==> src/rtl/hyperbus_pkg.sv <==
`default_nettype none
// ============================================================================
//  Module      : hyperbus_pkg
//  Description : Shared constants and types for the HyperBus transfer
//                scheduler: request descriptor, FSM state, chunk command.
//  Revision    : 1.0 - initial release
// ============================================================================
package hyperbus_pkg;

    localparam int unsigned NUM_REQ         = 2;
    localparam int unsigned NUM_CHIPS       = 2;
    localparam int unsigned ADDR_WIDTH      = 32;
    localparam int unsigned LEN_WIDTH       = 16;
    localparam int unsigned MAX_BURST_WORDS = 256;
    localparam int unsigned ROW_BYTES       = 2048;
    localparam int unsigned CHIP_SIZE_BYTES = 2 ** 23;

    // Owner index width; a single requester still needs one bit.
    localparam int unsigned OWNER_WIDTH = (NUM_REQ > 1) ? $clog2(NUM_REQ) : 1;
    // One extra bit so that len = all-ones (2**LEN_WIDTH words) fits.
    localparam int unsigned REM_WIDTH   = LEN_WIDTH + 1;

    typedef enum logic [1:0] {
        IDLE  = 2'd0,
        ISSUE = 2'd1,
        WAIT  = 2'd2
    } sched_state_e;

    typedef struct packed {
        logic [ADDR_WIDTH-1:0]  addr;
        logic [REM_WIDTH-1:0]   remaining;
        logic                   write;
        logic [OWNER_WIDTH-1:0] owner;
    } sched_desc_t;

    typedef struct packed {
        logic [ADDR_WIDTH-1:0] addr;
        logic [LEN_WIDTH-1:0]  len;
        logic                  write;
        logic [NUM_CHIPS-1:0]  cs;
        logic                  last;
    } chunk_cmd_t;

    // Smaller of two word counts.
    function automatic logic [REM_WIDTH-1:0] min_words(input logic [REM_WIDTH-1:0] a,
                                                       input logic [REM_WIDTH-1:0] b);
        return (a < b) ? a : b;
    endfunction

endpackage : hyperbus_pkg
`default_nettype wire

==> src/rtl/hyper_rr_arbiter.sv <==
`default_nettype none
// ============================================================================
//  Module      : hyper_rr_arbiter
//  Description : Round-robin picker. Grants the first asserted request
//                strictly after the pointer position, wrapping around.
//  Revision    : 1.0 - initial release
// ============================================================================
module hyper_rr_arbiter #(
    parameter int unsigned NumReq   = 2,
    parameter int unsigned IdxWidth = 1
) (
    input  logic [NumReq-1:0]   req,
    input  logic [IdxWidth-1:0] ptr,
    output logic [NumReq-1:0]   grant,
    output logic [IdxWidth-1:0] grant_idx,
    output logic                any_valid
);

    logic found;

    // Walk ptr+1 .. ptr+NumReq (mod NumReq); first hit wins.
    always_comb begin
        grant     = '0;
        grant_idx = '0;
        found     = 1'b0;
        any_valid = |req;
        for (int unsigned i = 1; i <= NumReq; i++) begin
            logic [IdxWidth-1:0] cand;
            cand = IdxWidth'((32'(ptr) + i) % NumReq);
            if (!found && req[cand]) begin
                found       = 1'b1;
                grant[cand] = 1'b1;
                grant_idx   = cand;
            end
        end
    end

endmodule : hyper_rr_arbiter
`default_nettype wire

==> src/rtl/hyper_trans_scheduler.sv <==
`default_nettype none
// ============================================================================
//  Module      : hyper_trans_scheduler
//  Description : Arbitrates requesters onto the HyperBus PHY command channel,
//                splitting each request into chunks bounded by the burst cap
//                and row boundaries, deriving chip select from the address.
//  Revision    : 1.0 - initial release
// ============================================================================
module hyper_trans_scheduler
    import hyperbus_pkg::*;
#(
    // Shared struct types are sized from hyperbus_pkg; keep these equal to it.
    parameter int unsigned NumReq        = NUM_REQ,
    parameter int unsigned NumChips      = NUM_CHIPS,
    parameter int unsigned AddrWidth     = ADDR_WIDTH,
    parameter int unsigned LenWidth      = LEN_WIDTH,
    parameter int unsigned MaxBurstWords = MAX_BURST_WORDS,
    parameter int unsigned RowBytes      = ROW_BYTES,
    parameter int unsigned ChipSizeBytes = CHIP_SIZE_BYTES
) (
    input  logic                             clk_i,
    input  logic                             rst_ni,
    input  logic [LenWidth-1:0]              cfg_max_burst_i,
    input  logic [NumReq-1:0]                req_valid_i,
    output logic [NumReq-1:0]                req_ready_o,
    input  logic [NumReq-1:0][AddrWidth-1:0] req_addr_i,
    input  logic [NumReq-1:0][LenWidth-1:0]  req_len_i,
    input  logic [NumReq-1:0]                req_write_i,
    output logic [NumReq-1:0]                req_done_o,
    output logic                             trans_valid_o,
    input  logic                             trans_ready_i,
    output logic [AddrWidth-1:0]             trans_addr_o,
    output logic [LenWidth-1:0]              trans_len_o,
    output logic                             trans_write_o,
    output logic [NumChips-1:0]              trans_cs_o,
    output logic                             trans_last_o,
    input  logic                             trans_done_i,
    output logic                             busy_o
);

    localparam int unsigned ChipBits = $clog2(ChipSizeBytes);
    localparam int unsigned RowBits  = $clog2(RowBytes);
    localparam int unsigned RowWords = RowBytes / 2;
    localparam int unsigned CsBits   = (NumChips > 1) ? $clog2(NumChips) : 1;

    sched_state_e state, state_next;
    sched_desc_t  desc;
    chunk_cmd_t   cmd, cmd_next;

    logic [OWNER_WIDTH-1:0] rr_ptr;
    logic [NumReq-1:0]      grant;
    logic [OWNER_WIDTH-1:0] grant_idx;
    logic                   any_valid;

    logic                   load, advance, reissue;
    logic [AddrWidth-1:0]   src_addr;
    logic [REM_WIDTH-1:0]   src_rem;
    logic                   src_write;
    logic [RowBits-2:0]     row_off_words;
    logic [REM_WIDTH-1:0]   row_left, cap, cfg_words, chunk, cmd_words;
    logic [CsBits-1:0]      cs_idx;

    hyper_rr_arbiter #(
        .NumReq   (NumReq),
        .IdxWidth (OWNER_WIDTH)
    ) u_arb (
        .req       (req_valid_i),
        .ptr       (rr_ptr),
        .grant     (grant),
        .grant_idx (grant_idx),
        .any_valid (any_valid)
    );

    assign load    = (state == IDLE)  && any_valid;
    assign advance = (state == ISSUE) && trans_ready_i;
    assign reissue = (state == WAIT)  && trans_done_i && (desc.remaining != '0);

    // Chunk source: the newly granted request, or the in-flight descriptor.
    always_comb begin
        src_addr  = desc.addr;
        src_rem   = desc.remaining;
        src_write = desc.write;
        if (load) begin
            src_addr  = {req_addr_i[grant_idx][AddrWidth-1:1], 1'b0};
            src_rem   = REM_WIDTH'(req_len_i[grant_idx]) + REM_WIDTH'(1);
            src_write = req_write_i[grant_idx];
        end
    end

    // Chunk size = min(remaining, burst cap, words left in the current row).
    always_comb begin
        row_off_words = src_addr[RowBits-1:1];
        row_left      = REM_WIDTH'(RowWords) - REM_WIDTH'(row_off_words);
        cfg_words     = REM_WIDTH'(cfg_max_burst_i);
        cap           = REM_WIDTH'(MaxBurstWords);
        if ((cfg_max_burst_i != '0) && (cfg_words < cap)) begin
            cap = cfg_words;
        end
        chunk = min_words(min_words(src_rem, cap), row_left);
    end

    if (NumChips > 1) begin : g_cs_multi
        assign cs_idx = src_addr[ChipBits +: CsBits];
    end else begin : g_cs_single
        assign cs_idx = '0;
    end

    // Assemble the next chunk command from the source and computed size.
    always_comb begin
        cmd_next       = '0;
        cmd_next.addr  = AddrWidth'(src_addr[ChipBits-1:0]);
        cmd_next.len   = LenWidth'(chunk - REM_WIDTH'(1));
        cmd_next.write = src_write;
        cmd_next.last  = (chunk == src_rem);
        for (int unsigned c = 0; c < NumChips; c++) begin
            cmd_next.cs[c] = (cs_idx == CsBits'(c));
        end
    end

    // Words carried by the chunk currently registered in cmd.
    assign cmd_words = REM_WIDTH'(cmd.len) + REM_WIDTH'(1);

    // FSM state register.
    always_ff @(posedge clk_i or negedge rst_ni) begin
        if (!rst_ni) begin
            state <= IDLE;
        end else begin
            state <= state_next;
        end
    end

    // FSM next-state logic.
    always_comb begin
        state_next = state;
        unique case (state)
            IDLE:    if (any_valid)     state_next = ISSUE;
            ISSUE:   if (trans_ready_i) state_next = WAIT;
            WAIT: begin
                if (trans_done_i) begin
                    state_next = (desc.remaining == '0) ? IDLE : ISSUE;
                end
            end
            default: state_next = IDLE;
        endcase
    end

    // Descriptor, chunk command and round-robin pointer registers.
    always_ff @(posedge clk_i or negedge rst_ni) begin
        if (!rst_ni) begin
            desc   <= '0;
            cmd    <= '0;
            rr_ptr <= OWNER_WIDTH'(NumReq - 1);
        end else if (load) begin
            desc.addr      <= src_addr;
            desc.remaining <= src_rem;
            desc.write     <= src_write;
            desc.owner     <= grant_idx;
            rr_ptr         <= grant_idx;
            cmd            <= cmd_next;
        end else if (advance) begin
            desc.addr      <= desc.addr + AddrWidth'({cmd_words, 1'b0});
            desc.remaining <= desc.remaining - cmd_words;
        end else if (reissue) begin
            cmd            <= cmd_next;
        end
    end

    // FSM outputs: handshakes and completion pulse.
    always_comb begin
        trans_valid_o = (state == ISSUE);
        busy_o        = (state != IDLE);
        req_ready_o   = load ? grant : '0;
        req_done_o    = '0;
        if ((state == WAIT) && trans_done_i && (desc.remaining == '0)) begin
            req_done_o[desc.owner] = 1'b1;
        end
    end

    assign trans_addr_o  = cmd.addr;
    assign trans_len_o   = cmd.len;
    assign trans_write_o = cmd.write;
    assign trans_cs_o    = cmd.cs;
    assign trans_last_o  = cmd.last;

endmodule : hyper_trans_scheduler
`default_nettype wire
==> config.mk <==
export PLATFORM = sky130hd
export DESIGN_NAME = hyper_trans_scheduler
export DESIGN_NICKNAME = d
export VERILOG_FILES = /design/src/rtl/hyperbus_pkg.sv /design/src/rtl/hyper_rr_arbiter.sv /design/src/rtl/hyper_trans_scheduler.sv
export SDC_FILE = /design/constraint.sdc
export NUM_CORES = 1
export LEC_CHECK = 0
export CAP_MARGIN = 20
export CORE_MARGIN = 4
export CORE_UTILIZATION = 25
export DETAILED_ROUTE_END_ITERATION = 6
export PLACE_DENSITY = 0.53
export SLEW_MARGIN = 20
export SYNTH_ARGS = -nofsm -noshare
export SYNTH_HDL_FRONTEND = slang
export SYNTH_SLANG_ARGS = --single-unit
==> constraint.sdc <==
create_clock -name clk_i -period 10.3 [get_ports clk_i]
set_input_delay 1.545 -clock clk_i [delete_from_list [all_inputs] [get_ports clk_i]]
set_output_delay 1.545 -clock clk_i [all_outputs]
set_load 0.005 [all_outputs]
==> results of run 1 <==
-- worst min-delay path, stage by stage (launching register included) --
cell,delay [ns]
dfrtp_1,0.34
nand2_1,0.04
o21ai_0,0.06
-- layout make-up --
cell class / instances / area, um2
clock buffers: 9 / 225
clock inverters: 7 / 77.6
fillers: 3680 / 23500
inverters: 49 / 184
multi-input cells: 935 / 6090
flip-flops and latches: 89 / 2230
well taps: 455 / 569
repair buffers: 164 / 1600
-- synth_stat cells, types with 13 or more instances --
library cell    n  area, um2
a21oi_1        83        415
dfrtp_1        88       2200
xnor2_1        43        377
inv_1          49        184
nand3_1        47        235
a21o_1         30        225
nand2_1       154        578
and2_1         18        113
and3_1         22        138
nand4_1        13       81.3
o21a_1         15        113
ha_1           61        763
nor2_1         69        259
clkbuf_1       37        139
a31oi_1        16        100
nor4_1         20        125
mux2i_1        29        290
xor2_1         32        280
o21ai_0        90        450
mux2_2         15        169
nor3_1         14       70.1
-- per-stage QoR --
stage	hold WS, ns	area, um2	cells	utilization, %
3_5_place_dp	0.470	10700	1692	31.0
4_1_cts	0.486	11000	1708	31.9
6_report	0.479	11000	1708	31.9
3_3_place_gp	0.464	10700	1692	31.0
5_1_grt	0.498	11000	1708	31.9
2_1_floorplan	0.446	8770	1135	-
-- logic make-up after synthesis --
kind of cell | after synthesis | synth area share, %
XOR/XNOR | 75 | 7.54
adder cells (fa/ha/maj) | 63 | 9.21
AO/OA/AOI/OAI | 327 | 23.7
buffers and inverters | 111 | 5.38
multiplexers | 45 | 5.53
AND/OR/NAND/NOR | 410 | 23.0
other | 2 | 0.0862
flip-flops | 89 | 25.6
-- where the power goes --
part           leakage, nW  switching, mW  internal, mW
logic                 3.48           1.65          1.23
registers             1.08          0.175         0.517
clock network        0.146          0.161         0.191
-- how the worst min path moves through the flow --
| stage | start | to | slack, ns | cells past startpoint |
|---|---|---|---|---|
| after floorplan | desc[19]$_DFFE_PN0P_ | desc[19]$_DFFE_PN0P_ | 0.45 | 1 |
| after global placement | trans_cs_o[1]$_DFFE_PN0P_ | trans_cs_o[1]$_DFFE_PN0P_ | 0.46 | 2 |
| after detailed placement | trans_cs_o[1]$_DFFE_PN0P_ | trans_cs_o[1]$_DFFE_PN0P_ | 0.47 | 2 |
| after CTS | trans_cs_o[1]$_DFFE_PN0P_ | trans_cs_o[1]$_DFFE_PN0P_ | 0.49 | 2 |
| after global routing | trans_addr_o[15]$_DFFE_PN0P_ | trans_addr_o[15]$_DFFE_PN0P_ | 0.50 | 2 |
| final | trans_addr_o[15]$_DFFE_PN0P_ | trans_addr_o[15]$_DFFE_PN0P_ | 0.48 | 2 |
-- sequential cells by signal, indices dropped and copies added (netlist names) --
name           count
trans_addr_o      23
desc              43
trans_last_o       1
state              2
trans_write_o      1
trans_cs_o         2
rr_ptr             1
trans_len_o       16
-- layer usage --
layer / wire length [um] / vias to the layer above
li1: - / 4293
met1: 13800 / 4208
met2: 15500 / 206
met3: 1210 / 32
met4: 479 / 0
met5: 0 / -
==> reports/qor.yml, run 1 <==
outcome: "complete, no violations"
use_met3_pct: 2.17
top_usage_layer: "met2"
critPathArrivalTime_ns: 9.78
min_period_ns: 9.54
syn2layout_area_growth_pct: 26.0
postCtsSetupBuffers: 0
power_leakage_nw: 4.70
rsz0062_at_grt: "no"
fin_setup_tns_ns: 0
worst_pin_slew_ns: 0.832
routed_via_density: 5.12
grt_max_degree: 80
slowest_stage: "nor2_1"
crit_end: "trans_len_o[10]$_DFFE_PN0P_"
wirelength_um: 30900
die_h_um: 195
ant_nets: 0
synthesis.area_um2: 8720
yosysWarnings: 0
max_stage_delay_ns: 0.58
vias: 8739
maxCapViolations: 0
clk_pin_slew_ns: 0.07
layout.nets: 1431
post_route_cells_drive_above_1_share_pct: 5.35
cp-start-kind: "primary input"
power_mw: 3.92
hold_violations: 0
rrSetupSlack_ns: 2.00
crit_cells: 28
synth_edf_count: 0
wl_per_cell_um: 18.1
yosysSeqAreaShare_pct: 25.6
synthDistinctLibCells: 79
final_cell_mix: "153 x nand2_1, 149 x clkdlybuf4s50_1, 90 x o21ai_0, 88 x dfrtp_1, 83 x a21oi_1"
dpl.hpwl_um: 24200
cts_max_level: 3
ir_worst_vdd_mv: 0.128
critPathMaxFanout: 16
relSlewSlack_pct: 44.4
async_reset_ff_share_pct: 100
track_usage_pct: 15.9
drtPass1Iterations: 5
drc_errors: 0
start_util_pct: 25.3
worstReg2RegStart: "rr_ptr$_DFFE_PN1P_"
synth-seq-cells: 89
use_met1_pct: 20.5
io_pins: 178
grt_pass1_wl_um: 48300
endpoint_kind: "flop"
syn_inst: 1122
grt_pass1_vias: 8657
met2_usage_pct: 28.2
pre_cts_ws_ns: 0.552
setup_violations: 0
ys.flop_type: "dfrtp_1"
numCtsBuffers: 9
worstSetupStartpoint: "req_valid_i[1]"
clock_latency_ns: 0.36
fin_crit_sh_pct: 92.6
die_area_um2: 37900
avgSynthCellArea_um2: 7.77
required_ns: 10.54
slew_viol_final: 0
reg2reg_depth: 27
critPathBufInv: 3
hold_buffers: 0
path_class: "in2reg"
reg2reg_to: "trans_len_o[10]$_DFFE_PN0P_"
min_path_type: "reg2reg"
cts_sinks: 89
cts.repair.resized: 0
die_w_um: 195
cts_buffer_depth: 2
rows: 68
root_buffer: "clkbuf_16"
cts_tree: "yes"
powerDensity_nw_per_um2: 357
coreArea_um2: 34500
skew_ns: 0.00937
final_common_cell: "nand2_1"
setup_slack_ns: 0.758
portBuffers: 150
place_congestion: 0.892
grt_overflow: 0
drt_iter0_markers: 534
cp_common_cell: "ha_1"
critPathTopFamily: "simple AND/OR/NAND/NOR gates"
diodes: 0
antenna_found_initial: 0
fmax_mhz: 105
(Power assumes the default switching activity.)
==> run 2, diff against run 1 <==
- DONT_BUFFER_PORTS: unset -> 1
- PLACE_DENSITY: 0.53 -> 0.46
==> reports/qor.yml, run 2 (synthesized netlist as in run 1, its figures left out) <==
skew_ns: 0.00935  # -0.0000268 ns
fin_crit_sh_pct: 87.0  # -5.7 points
final_cell_mix: "153 x nand2_1, 90 x o21ai_0, 88 x dfrtp_1, 83 x a21oi_1, 68 x nor2_1"
critPathMaxFanout: 13  # -3
drc_errors: 0  # unchanged
dpl_cell_area_um2: 9170  # -14%
setup_violations: 0  # unchanged
max_stage_delay_ns: 0.59  # about the same
powerDensity_nw_per_um2: 398  # +11%
diodes: 0  # unchanged
min_path_type: "reg2reg"
power_leakage_nw: 4.14  # -12%
ant_nets: 0  # unchanged
drtPass1Iterations: 5  # unchanged
grt_overflow: 0  # unchanged
largest_reg_flops: 43  # unchanged
cp_common_cell: "ha_1"
postCtsSetupBuffers: 0  # unchanged
rrSetupSlack_ns: 2.02  # +0.02 ns
portBuffers: 0  # -100%
wl_per_cell_um: 19.8  # +9.5%
die_w_um: 195  # unchanged
critPathBufInv: 2  # -1
crit_cells: 27  # -3.6%
io_pins: 178  # unchanged
worst_pin_slew_ns: 0.904  # +0.0711 ns
cts_max_level: 3  # unchanged
path_class: "in2reg"
numCtsBuffers: 9  # unchanged
whs_path_depth: 1  # -1
routed_via_density: 5.19  # +1.5%
rsz0062_at_grt: "no"
reg2reg_depth: 27  # unchanged
drt_iter0_markers: 551  # +3.2%
syn2layout_area_growth_pct: 9.21
root_buffer: "clkbuf_16"
slowest_stage: "nor4b_1"
fmax_mhz: 112  # +6.5%
critPathArrivalTime_ns: 9.20  # -0.58 ns
layout.nets: 1279  # -11%
post_route_cells_drive_above_1_share_pct: 5.81  # +0.47 points
vias: 8082  # -7.5%
min_period_ns: 8.96  # -0.585 ns
die_h_um: 195  # unchanged
cts_tree: "yes"
critPathTopFamily: "simple AND/OR/NAND/NOR gates"
grt_pass1_vias: 8000  # -7.6%
hp-start: "desc[19]$_DFFE_PN0P_"
cts_buffer_depth: 2  # unchanged
final_common_cell: "nand2_1"
coreArea_um2: 34500  # unchanged
track_usage_pct: 15.8  # about the same
power_mw: 3.79  # -3.3%
dpl.hpwl_um: 23900  # -1.4%
outcome: "complete, no violations"
clock_latency_ns: 0.36  # about the same
slew_viol_final: 0  # unchanged
cts.repair.resized: 0  # unchanged
min_to: "desc[19]$_DFFE_PN0P_"
reg2reg_to: "trans_len_o[10]$_DFFE_PN0P_"
cp-start-kind: "primary input"
fin_area_um2: 9520  # -13%
rows: 68  # unchanged
place_congestion: 0.860  # -3.6%
endpoint_kind: "flop"
grt_max_degree: 90  # +13%
cts_sinks: 89  # unchanged
wirelength_um: 30900  # -0.25%
required_ns: 10.55  # about the same
hold_slack_ns: 0.485  # +0.00675 ns
relSlewSlack_pct: 39.8  # -4.6 points
ir_worst_vdd_mv: 0.110  # -14%
hold_violations: 0  # unchanged
start_util_pct: 25.3  # unchanged
fin_setup_tns_ns: 0  # unchanged
hold_buffers: 0  # unchanged
antenna_found_initial: 4  # +4
clk_pin_slew_ns: 0.08  # about the same
grt_pass1_wl_um: 47600  # -1.5%
maxCapViolations: 0  # unchanged
largest-register: "desc"
worstReg2RegStart: "rr_ptr$_DFFE_PN1P_"
die_area_um2: 37900  # unchanged
-- run 2: cell types whose count changed in the layout (fill, tap and decap cells not counted) --
cell,previous run,this run
nand2b_2,1,0
inv_6,2,1
nand2b_4,0,1
clkdlybuf4s50_1,149,0
clkinv_4,2,1
a2111oi_0,3,4
bufinv_16,1,3
a2111oi_1,1,0
buf_4,15,12
inv_8,0,1
clkinv_2,1,0
-- run 2: layer usage --
| layer | part of all wire, % | GRT usage [%] |
|---|---|---|
| met1 | 44 | 20.1 |
| met5 | 0.14 | 0 |
| met4 | 2.1 | 4.24 |
| met3 | 4.6 | 3.17 |
| met2 | 49 | 27.5 |
-- run 2: where the power goes --
group          leakage (nW)  internal [mW]  switching [mW]  total (mW)
clock                 0.168          0.241           0.169       0.410
sequential             1.08          0.517           0.204       0.722
combinational          2.89           1.07            1.59        2.66
total                  4.14           1.83            1.96        3.79
-- run 2: cell type report --
type	count	area (um2)
inverter	49	184
sequential	89	2230
clock buffer	9	225
multi-input combinational	935	6100
tap	455	569
clock inverter	7	126
fill	3754	24900
timing repair buffer	12	90.1
-- run 2: worst max path at each step --
stage	startpoint	to
after floorplan	req_valid_i[1]	trans_len_o[10]$_DFFE_PN0P_
final	req_valid_i[1]	trans_len_o[10]$_DFFE_PN0P_
after detailed placement	req_valid_i[1]	trans_len_o[10]$_DFFE_PN0P_
after global placement	req_valid_i[1]	trans_len_o[10]$_DFFE_PN0P_
after global routing	req_valid_i[1]	trans_len_o[10]$_DFFE_PN0P_
after CTS	req_valid_i[1]	trans_len_o[10]$_DFFE_PN0P_
-- run 2: worst register-to-register path, delay by kind of cell (launching register included) --
family          cells  cell delay [ns]
compound gates     10             2.43
xor+xnor            1             0.18
fa+ha+maj           4             1.31
buf+inv             2             0.28
flops               1             0.59
mux                 2             0.68
simple gates        8             2.70
-- run 2: stage by stage --
| step | cells | util (%) | setup WS [ns] |
|---|---|---|---|
| after detailed placement | 1540 | 26.6 | 1.09 |
| after floorplan | 1135 | - | 1.03 |
| final | 1556 | 27.6 | 1.34 |
| after CTS | 1556 | 27.6 | 1.43 |
| after global routing | 1556 | 27.6 | 0.590 |
| after global placement | 1540 | 26.6 | 1.02 |
